File: src/rtl/fp32_adder_dual_acc_ctrl.sv
// fp32_adder_dual_acc_ctrl: per-tile add-chain sequencer (bias first, then accumulate), one term in flight.
// Define FP32_ADDER_DUAL_ACC_CTRL_PERF_CNT_EN to add tile_count/stall_count counters.
module fp32_adder_dual_acc_ctrl #(
  parameter int TERM_CNT_WIDTH = 8,
  parameter int ADDER_LATENCY = 4
) (
  input  logic clk,
  input  logic rst,
  input  logic start,
  input  logic [TERM_CNT_WIDTH-1:0] num_terms,
  input  logic b_valid,
  output logic b_ready,
  output logic bias_mode,
  output logic acc_we,
  output logic busy,
  output logic done
`ifdef FP32_ADDER_DUAL_ACC_CTRL_PERF_CNT_EN
  ,
  output logic [31:0] tile_count,
  output logic [31:0] stall_count
`endif
);
  typedef enum logic [1:0] {IDLE, ISSUE, WAIT, DONE} state_e;
  state_e state_q, state_d;
  logic [TERM_CNT_WIDTH-1:0] num_q, num_d, term_q, term_d;
  logic [7:0] wait_q, wait_d;
  logic bias_q, bias_d;
  always_ff @(posedge clk) begin
    if (rst) begin
      state_q <= IDLE;
      num_q <= '0;
      term_q <= '0;
      wait_q <= '0;
      bias_q <= 1'b0;
    end else begin
      state_q <= state_d;
      num_q <= num_d;
      term_q <= term_d;
      wait_q <= wait_d;
      bias_q <= bias_d;
    end
  end
  always_comb begin
    state_d = state_q;
    num_d = num_q;
    term_d = term_q;
    wait_d = wait_q;
    bias_d = bias_q;
    case (state_q)
      IDLE: if (start) begin
        state_d = num_terms != '0 ? ISSUE : DONE;
        if (num_terms != '0) begin
          num_d = num_terms;
          term_d = '0;
          bias_d = 1'b1;
        end
      end
      ISSUE: if (b_valid) begin
        state_d = WAIT;
        term_d = term_q + TERM_CNT_WIDTH'(1);
        bias_d = 1'b0;
        wait_d = 8'(ADDER_LATENCY - 1);
      end
      WAIT: begin
        wait_d = wait_q != '0 ? wait_q - 8'd1 : wait_q;
        if (wait_q == '0) state_d = term_q == num_q ? DONE : ISSUE;
      end
      default: state_d = IDLE;
    endcase
  end
  // Every output is a decode of registered state; nothing flows through from inputs.
  always_comb begin
    b_ready = state_q == ISSUE;
    busy = state_q != IDLE;
    done = state_q == DONE;
    acc_we = state_q == WAIT && wait_q == '0;
    bias_mode = bias_q;
  end
`ifdef FP32_ADDER_DUAL_ACC_CTRL_PERF_CNT_EN
  always_ff @(posedge clk) begin
    if (rst) begin
      tile_count <= '0;
      stall_count <= '0;
    end else begin
      tile_count <= tile_count + 32'(state_q == DONE);
      stall_count <= stall_count + 32'(state_q == ISSUE && !b_valid);
    end
  end
`endif
endmodule

File: config.mk
export PLATFORM = sky130hd
export DESIGN_NAME = fp32_adder_dual_acc_ctrl
export DESIGN_NICKNAME = d
export VERILOG_FILES = /design/src/rtl/fp32_adder_dual_acc_ctrl.sv
export SDC_FILE = /design/constraint.sdc
export NUM_CORES = 1
export LEC_CHECK = 0
export ABC_AREA = 1
export BUFFER_PORTS_ARGS = -buffer_cell sky130_fd_sc_hd__buf_2
export CAP_MARGIN = 20
export CORE_UTILIZATION = 40
export CTS_BUF_LIST = sky130_fd_sc_hd__clkbuf_2 sky130_fd_sc_hd__clkbuf_4 sky130_fd_sc_hd__clkbuf_8
export CTS_CLUSTER_DIAMETER = 50
export DETAILED_ROUTE_END_ITERATION = 8
export SLEW_MARGIN = 20
export SYNTH_ARGS = -nofsm -noshare
export SYNTH_HDL_FRONTEND = slang
export SYNTH_SLANG_ARGS = --single-unit
File: constraint.sdc
create_clock -name clk -period 1.4 [get_ports clk]
set_input_delay 0.07 -clock clk [delete_from_list [all_inputs] [get_ports clk]]
set_output_delay 0.07 -clock clk [all_outputs]
set_load 0.02 [all_outputs]
==> results.sh, run 1 <==
export IMPL_stdcell_count=288
export IMPL_cts_path_max_buffers=2
export IMPL_p_total_w=0.00378
export IMPL_grt_pass1_wl_um=5810
export IMPL_path_clk_slew_ns=0.15
export IMPL_wl_met2_um=1510
export IMPL_drc=0
export IMPL_port_buffers=16
export IMPL_clkLatencyLatePin_ns=0.33
export IMPL_finClkSkew_ns=0.00242
export IMPL_antennaDiodeCount=0
export IMPL_finalSetupTns_ns=0
export IMPL_antenna_left=0
export IMPL_cts_root_buffer="clkbuf_4"
export IMPL_vias=1433
export IMPL_required_ns=1.33
export IMPL_detail_route_vias_per_cell=4.98
export IMPL_crit_arrival_ns=1.32
export IMPL_fmax_mhz=722
export IMPL_power_density_nw_per_um2=2080
export IMPL_hold_path_class="input pin to register"
export IMPL_final_max_slew_violation_count=0
export IMPL_grt_pass1_vias=1261
export IMPL_synth_area_um2=1460
export IMPL_grt_max_degree=17
export IMPL_dieArea_um2=3900
export IMPL_setup_viol_count_final=0
export IMPL_final_common_cell="nand2_1"
export IMPL_ys_seq_area_share_pct=37.0
export IMPL_synthAdderAreaFrac_pct=2.57
export IMPL_drt_total_wl_um=3490
export IMPL_first_iter_violations=60
export IMPL_synth_simple_area_share_pct=32.8
export IMPL_outcome="complete, no violations"
export IMPL_yosysWarnings=0
export IMPL_dieWidth_um=62.5
export IMPL_start_kind="register"
export IMPL_core_area_um2=3420
export IMPL_antenna_found_initial=0
export IMPL_wl_met3_um=104
export IMPL_critPathMaxFanout=3
export IMPL_wl_met1_um=1850
export IMPL_area_growth_pct=24.6
export IMPL_rsz0062_at_grt="yes"
export IMPL_synth_fp_nets=226
export IMPL_start_util_pct=42.8
export IMPL_avgSynthCellArea_um2=6.93
export IMPL_r2r_slack_ns=0.06
export IMPL_first_pass_iters=4
export IMPL_cts_tree="done"
export IMPL_synth_distinct_cells=28
export IMPL_tightestPinTransition_ns=0.333
export IMPL_num_io_pins=17
export IMPL_synth_compound_area_share_pct=14.8
export IMPL_routedWlPerCell_um=12.1
export IMPL_clkSinkCount=27
export IMPL_gp_congestion=0.802
export IMPL_fin_nets=258
export IMPL_p_leak_nw=0.772
export IMPL_fin_ws_ns=0.0146
export IMPL_hold_viol_final=0
export IMPL_htreeDepth=1
export IMPL_die_h_um=62.5
export IMPL_fin_crit_ns=1.39
export IMPL_max_slew_margin_pct=77.8
export IMPL_syn_inst=211
export IMPL_place_inst=276
export IMPL_synth_top_family_by_area="simple AND/OR/NAND/NOR gates"
export IMPL_layout_common_cells="nand2_1 (40), inv_1 (27), a21oi_1 (25), dfxtp_1 (22), nor2_1 (18)"
export IMPL_num_rows=21
export IMPL_layout_drive_gt1_share_pct=26.4
export IMPL_gr_total_overflow=0
export IMPL_cp_end_kind="primary output"
export IMPL_maxCapViolCount=0
export IMPL_dpl_worst_slack_ns=-0.0280
export IMPL_path_class="register to primary output"
export IMPL_top_layer="met4"
export IMPL_dp_hpwl_um=2460
export IMPL_post_route_period_util_pct=99.0
export IMPL_cts_buffers=3
export IMPL_synth_seq_cells=27
export IMPL_synthMuxAreaShare_pct=0
export IMPL_synth_xor_area_share_pct=2.40
export IMPL_peakVddDrop_mv=0.991
export IMPL_track_usage_pct=18.7
cell usage after synthesis, drive strengths merged:
library cell,instances,area share [%]
nor3,3,1.4
o21ai,11,4.0
a21oi,27,9.2
and2,2,0.86
buf,3,2.1
and3,1,0.43
xor2,2,1.2
ha,3,2.6
dfxtp,27,37
or2,1,0.43
o211ai,2,1.0
a21o,1,0.51
nand4,7,3.0
nand3b,1,0.51
xnor2,2,1.2
inv,31,8.0
clkbuf,2,0.51
nand2,46,13
nand3,17,6.2
nor2,22,7.2
worst max-delay path, cell delays in order (launching register included):
cell	delay, ns
dfxtp_2	0.35
buf_4	0.14
nor2_4	0.09
inv_1	0.06
nor3_2	0.18
buf_4	0.16
repair_timing:
item	CTS	global route
endpoints found under the hold margin	1	0
endpoints found under the setup margin	6	19
gates cloned	0	1
buffers inserted	2	4
gates resized for setup	10	17
pin swaps	3	10
hold buffers	1	0
through the flow:
step / instance area, um2 / util [%] / hold WS (ns)
after global routing: 1820 / 53.3 / 0.00605
after detailed placement: 1640 / 47.9 / 0.372
after global placement: 1640 / 47.9 / 0.367
after floorplan: 1460 / - / 0.230
final: 1820 / 53.3 / 0.00734
after CTS: 1720 / 50.4 / 0.000618
cells by family (layout without fill, tap and decap cells):
logic type      after synthesis  count (layout)
fa+ha+maj                     3               3
simple gates                100             101
buf+inv                      36              66
flops                        27              27
compound gates               41              41
xor+xnor                      4               4
path summary, 6_finish.rpt:
path,cells after the start,endpoint,startpoint
setup / recovery,5,acc_we,state_q[0]
hold / removal,3,num_q[4],num_terms[4]
setup reg to reg,8,wait_q[1],state_q[0]
hold reg to reg,2,wait_q[7],wait_q[7]
routing by layer:
metal / vias to the layer above / GRT usage (%)
met3: 5 / 3.83
met5: - / 0
met4: 0 / 5.23
met1: 657 / 27.3
met2: 22 / 27.3
li1: 749 / -
flip-flops by register name, summed over array words and instances (netlist names):
signal,cells
bias_mode,1
num_q,8
state_q,2
term_q,8
wait_q,8
final cells by class:
class	instances	area, um2
clock buffer	3	22.5
inverter	31	116
clock inverter	1	5.00
timing repair buffer	31	214
fill	356	1590
sequential	27	547
tap	46	57.6
multi-input combinational	149	860
power breakdown:
group	leakage (nW)	switching, W	total [W]	internal [W]
logic	0.531	0.00136	0.00228	0.000918
registers	0.223	0.000151	0.00114	0.000993
clock network	0.0177	0.000247	0.000355	0.000107
total	0.772	0.00176	0.00378	0.00202
(Power assumes the default switching activity.)
==> run 2: changes to the inputs <==
CORE_MARGIN = 8   (was unset)
PLACE_DENSITY_LB_ADDON = 0.3   (was unset)
SKIP_CTS_REPAIR_TIMING = 1   (was unset)
==> results.sh, run 2 (synthesized netlist as in run 1, its figures left out) <==
export IMPL_outcome="finished, violations left"
export IMPL_violations="hold timing"
export IMPL_crit_path_max_incr_delay_ns=0.35
export IMPL_cp_end_kind="primary output"
export IMPL_cts_buffers=3
export IMPL_crit_path_top_delay_cell="dfxtp_2"
export IMPL_drc=0
export IMPL_grt_pass1_vias=1348
export IMPL_core_area_um2=3580
export IMPL_hold_ws_ns=-0.000693
export IMPL_fin_ws_ns=0.0237
export IMPL_final_max_slew_violation_count=0
export IMPL_cellInternalPower_w=0.00200
export IMPL_area_growth_pct=21.5
export IMPL_gr_total_overflow=0
export IMPL_fmax_mhz=727
export IMPL_die_h_um=76.5
export IMPL_start_util_pct=40.9
export IMPL_maxCapViolCount=0
export IMPL_routedWlPerCell_um=11.7
export IMPL_final_common_cell="nand2_1"
export IMPL_reg2reg_from="wait_q[1]"
export IMPL_min_from="num_terms[2]"
export IMPL_cts_tree="done"
export IMPL_final_util_pct=49.7
export IMPL_p_leak_nw=0.739
export IMPL_path_class="register to primary output"
export IMPL_start_kind="register"
export IMPL_gp_congestion=0.810
export IMPL_min_path_cells=3
export IMPL_track_usage_pct=11.2
export IMPL_cts_path_max_buffers=2
export IMPL_p_sw_w=0.00177
export IMPL_finClkSkew_ns=0.0151
export IMPL_path_clk_slew_ns=0.15
export IMPL_num_io_pins=17
export IMPL_dieWidth_um=76.5
export IMPL_clkSinkCount=27
export IMPL_vias=1399
export IMPL_setup_viol_count_final=0
export IMPL_seqPwrFrac_pct=30.4
export IMPL_first_iter_violations=64
export IMPL_crit_cells=5
export IMPL_antennaDiodeCount=0
export IMPL_top_regs="num_q: 8 flops, term_q: 8 flops, wait_q: 8 flops"
export IMPL_layout_drive_gt1_share_pct=26.7
export IMPL_port_buffers=16
export IMPL_dp_hpwl_um=2470
export IMPL_p_comb_share_pct=60.0
export IMPL_grt_pass1_wl_um=5640
export IMPL_num_rows=22
export IMPL_fin_crit_ns=1.38
export IMPL_crit_family="buffers and inverters"
export IMPL_crit_arrival_ns=1.31
export IMPL_crit_chain="buf_4, nor2_4, inv_1, nor3_4, buf_6"
export IMPL_cts_root_buffer="clkbuf_4"
export IMPL_first_pass_iters=4
export IMPL_fin_nets=252
export IMPL_peakVddDrop_mv=1.25
export IMPL_clkLatencyLatePin_ns=0.33
export IMPL_reg2reg_depth=9
export IMPL_min_to="num_q[2]"
export IMPL_post_route_period_util_pct=98.3
export IMPL_hold_path_class="input pin to register"
export IMPL_dieArea_um2=5850
export IMPL_switching_share_pct=47.0
export IMPL_power_density_nw_per_um2=2120
export IMPL_p_clk_share_pct=9.6
export IMPL_antenna_left=0
export IMPL_rsz0062_at_grt="yes"
export IMPL_tightestPinTransition_ns=0.358
export IMPL_reg2reg_to="state_q[1]"
export IMPL_grt_max_degree=15
export IMPL_detail_route_vias_per_cell=4.93
export IMPL_layout_common_cells="nand2_1 (39), a21oi_1 (26), inv_1 (25), dfxtp_1 (20), nor2_1 (17)"
export IMPL_max_slew_margin_pct=76.1
export IMPL_crit_buf_inv=3
export IMPL_drt_total_wl_um=3320
export IMPL_required_ns=1.33
export IMPL_critPathMaxFanout=3
export IMPL_htreeDepth=1
export IMPL_r2r_slack_ns=0.06
export IMPL_antenna_found_initial=0
export IMPL_dpl_worst_slack_ns=0.00458
export IMPL_hold_viol_final=1
-- run 2: cell count changes in the layout (fill, tap and decap cells not counted), moves of 2 or more --
| cell | before | now |
|---|---|---|
| buf_4 | 13 | 9 |
| dfxtp_1 | 22 | 20 |
| dfxtp_2 | 5 | 7 |
| inv_1 | 27 | 25 |
| inv_2 | 4 | 6 |
| nor3_2 | 3 | 1 |
-- run 2: layout make-up --
type,instances,area (um2)
clock buffers,4,30.0
flip-flops and latches,27,549
inverters,31,116
multi-input cells,148,856
repair buffers,26,165
well taps,48,60.1
fillers,371,1800
-- run 2: worst max-delay path by stage --
stage                from        end  slack [ns]
4_1_cts        state_q[0]     acc_we       -0.10
3_3_place_gp   state_q[1]   num_q[5]        0.04
6_report       state_q[0]     acc_we        0.02
2_1_floorplan   wait_q[0]  wait_q[3]        0.06
3_5_place_dp    wait_q[1]  wait_q[2]       0.005
5_1_grt        state_q[0]     acc_we       -0.04
-- run 2: power by group through the flow --
stage                     logic, W  registers [W]  clock network (W)
after floorplan            0.00139        0.00115                  0
after global placement     0.00181        0.00114                  0
after detailed placement   0.00182        0.00114                  0
after CTS                  0.00183        0.00112           0.000369
after global routing       0.00252        0.00118           0.000395
final                      0.00226        0.00114           0.000361
-- run 2: through the flow --
| stage | area (um2) | total power [W] | std cells | TNS [ns] |
|---|---|---|---|---|
| final | 1780 | 0.00377 | 284 | 0 |
| after floorplan | 1460 | 0.00254 | 211 | 0 |
| after detailed placement | 1630 | 0.00296 | 278 | 0 |
| after global placement | 1630 | 0.00294 | 278 | 0 |
| after CTS | 1660 | 0.00332 | 282 | -0.104 |
| after global routing | 1780 | 0.00409 | 284 | -0.0566 |
-- run 2: tightest hold or removal path, delay by kind of cell --
kind,cells,cell delay [ns]
AOI/OAI and AO/OA,1,0.05
buffers and inverters,1,0.11
and+or+nand+nor,1,0.07
-- run 2: routing by layer --
metal / global-route usage (%) / part of all wire (%) / up-vias
met1: 14.8 / 50 / 635
met4: 3.46 / 0.63 / 0
li1: - / - / 736
met5: 0 / 0 / -
met2: 18.1 / 46 / 26
met3: 1.77 / 3.5 / 2
==> run 3: changes to the inputs <==
CORE_ASPECT_RATIO = 1.25   (was unset)
GPL_ROUTABILITY_DRIVEN = 1   (was unset)
==> results.sh, run 3 (synthesized netlist as in run 1, its figures left out) <==
export IMPL_crit_chain="inv_2, buf_6, nor2_4, buf_6, inv_2, nor3_2, buf_4"
export IMPL_peakVddDrop_mv=1.44
export IMPL_crit_path_top_delay_cell="dfxtp_2"
export IMPL_crit_path_max_incr_delay_ns=0.35
export IMPL_placed_area_um2=1630
export IMPL_critPathMaxFanout=4
export IMPL_rsz0062_at_grt="yes"
export IMPL_num_rows=24
export IMPL_hold_viol_final=0
export IMPL_grt_pass1_vias=1341
export IMPL_layout_drive_gt1_share_pct=26.9
export IMPL_max_slew_margin_pct=76.1
export IMPL_area_growth_pct=24.4
export IMPL_crit_arrival_ns=1.31
export IMPL_outcome="complete, no violations"
export IMPL_top_regs="num_q: 8 flops, term_q: 8 flops, wait_q: 8 flops"
export IMPL_final_max_slew_violation_count=0
export IMPL_cts_root_buffer="clkbuf_8"
export IMPL_dieArea_um2=5860
export IMPL_switching_share_pct=45.1
export IMPL_tightestPinTransition_ns=0.359
export IMPL_clkSinkCount=27
export IMPL_required_ns=1.33
export IMPL_dieWidth_um=70.1
export IMPL_antennaDiodeCount=0
export IMPL_dpl_worst_slack_ns=-0.0137
export IMPL_multi_input_area_um2=852
export IMPL_seqPwrFrac_pct=29.7
export IMPL_power_density_nw_per_um2=2150
export IMPL_die_h_um=83.6
export IMPL_crit_family="buffers and inverters"
export IMPL_first_pass_iters=4
export IMPL_maxCapViolCount=0
export IMPL_fillers=352
export IMPL_core_area_um2=3480
export IMPL_reg2reg_depth=9
export IMPL_cts_path_max_buffers=2
export IMPL_fin_nets=258
export IMPL_crit_cells=7
export IMPL_final_common_cell="nand2_1"
export IMPL_htreeDepth=1
export IMPL_hold_path_class="input pin to register"
export IMPL_cts_buffers=3
export IMPL_cp_end_kind="primary output"
export IMPL_drc=0
export IMPL_grt_max_degree=16
export IMPL_gp_congestion=0.772
export IMPL_path_clk_slew_ns=0.10
export IMPL_antenna_left=0
export IMPL_start_kind="register"
export IMPL_p_comb_share_pct=58.8
export IMPL_vias=1428
export IMPL_gr_total_overflow=0
export IMPL_track_usage_pct=11.4
export IMPL_layout_common_cells="nand2_1 (41), a21oi_1 (27), inv_1 (25), dfxtp_1 (22), nor2_1 (17)"
export IMPL_port_buffers=16
export IMPL_design_area_um2=1820
export IMPL_finalSetupTns_ns=0
export IMPL_antenna_found_initial=0
export IMPL_p_clk_share_pct=11.6
export IMPL_path_class="register to primary output"
export IMPL_p_leak_nw=0.784
export IMPL_cellInternalPower_w=0.00215
export IMPL_finClkSkew_ns=0.00685
export IMPL_dp_hpwl_um=2540
export IMPL_crit_buf_inv=5
export IMPL_p_sw_w=0.00176
export IMPL_num_io_pins=17
export IMPL_start_util_pct=42.0
export IMPL_fin_ws_ns=0.0237
export IMPL_grt_pass1_wl_um=5750
export IMPL_fin_crit_ns=1.38
export IMPL_drt_total_wl_um=3470
export IMPL_setup_viol_count_final=0
export IMPL_clkLatencyLatePin_ns=0.28
export IMPL_min_path_cells=3
export IMPL_post_route_period_util_pct=98.3
export IMPL_fmax_mhz=727
export IMPL_detail_route_vias_per_cell=5.08
export IMPL_first_iter_violations=75
export IMPL_routedWlPerCell_um=12.3
export IMPL_cts_tree="done"
export IMPL_regArea_um2=549
==> run 3: final timing paths <==
check | slack [ns] | start | endpoint
max reg2reg | 0.07 | wait_q[1] | state_q[1]
min reg2reg | 0.47 | wait_q[7] | wait_q[7]
max | 0.02 | state_q[1] | acc_we
min | 0.06 | num_terms[2] | num_q[2]
==> run 3: power by group through the flow <==
stage | clock network [W] | logic (W) | registers (W)
final | 0.000452 | 0.00230 | 0.00116
after CTS | 0.000466 | 0.00187 | 0.00113
after detailed placement | 0 | 0.00187 | 0.00115
after global routing | 0.000492 | 0.00258 | 0.00120
after global placement | 0 | 0.00183 | 0.00115
after floorplan | 0 | 0.00139 | 0.00115
==> run 3: through the flow <==
stage,total power (W),hold slack (ns),instances,utilization (%)
after floorplan,0.00254,0.230,211,-
after global placement,0.00298,0.358,271,46.8
after detailed placement,0.00301,0.362,271,46.8
after CTS,0.00347,0.0577,275,48.1
after global routing,0.00426,0.0775,281,52.2
final,0.00391,0.0593,281,52.2
==> run 3: layout make-up <==
cell class                      count  share of cell area (%)
Clock buffer                        3                    2.27
Clock inverter                      1                   0.275
Inverter                           31                    6.40
Multi-Input combinational cell    149                    46.8
Sequential cell                    27                    30.2
Tap cell                           39                    2.68
Timing Repair Buffer               31                    11.3
==> run 3: metal layers <==
| metal | vias up | share of wire (%) | global-route usage, % | wire (um) |
|---|---|---|---|---|
| li1 | 753 | - | - | - |
| met1 | 650 | 44 | 13.1 | 1540 |
| met2 | 18 | 52 | 19.7 | 1790 |
| met3 | 7 | 2.2 | 2.26 | 75 |
| met4 | 0 | 1.8 | 4.95 | 63 |
| met5 | - | 0 | 0 | 0 |
==> run 3: tightest hold or removal path, delay by kind of cell <==
kind                   cells  cell delay (ns)
buffers and inverters      1             0.11
AND/OR/NAND/NOR            1             0.07
AO/OA/AOI/OAI              1             0.05
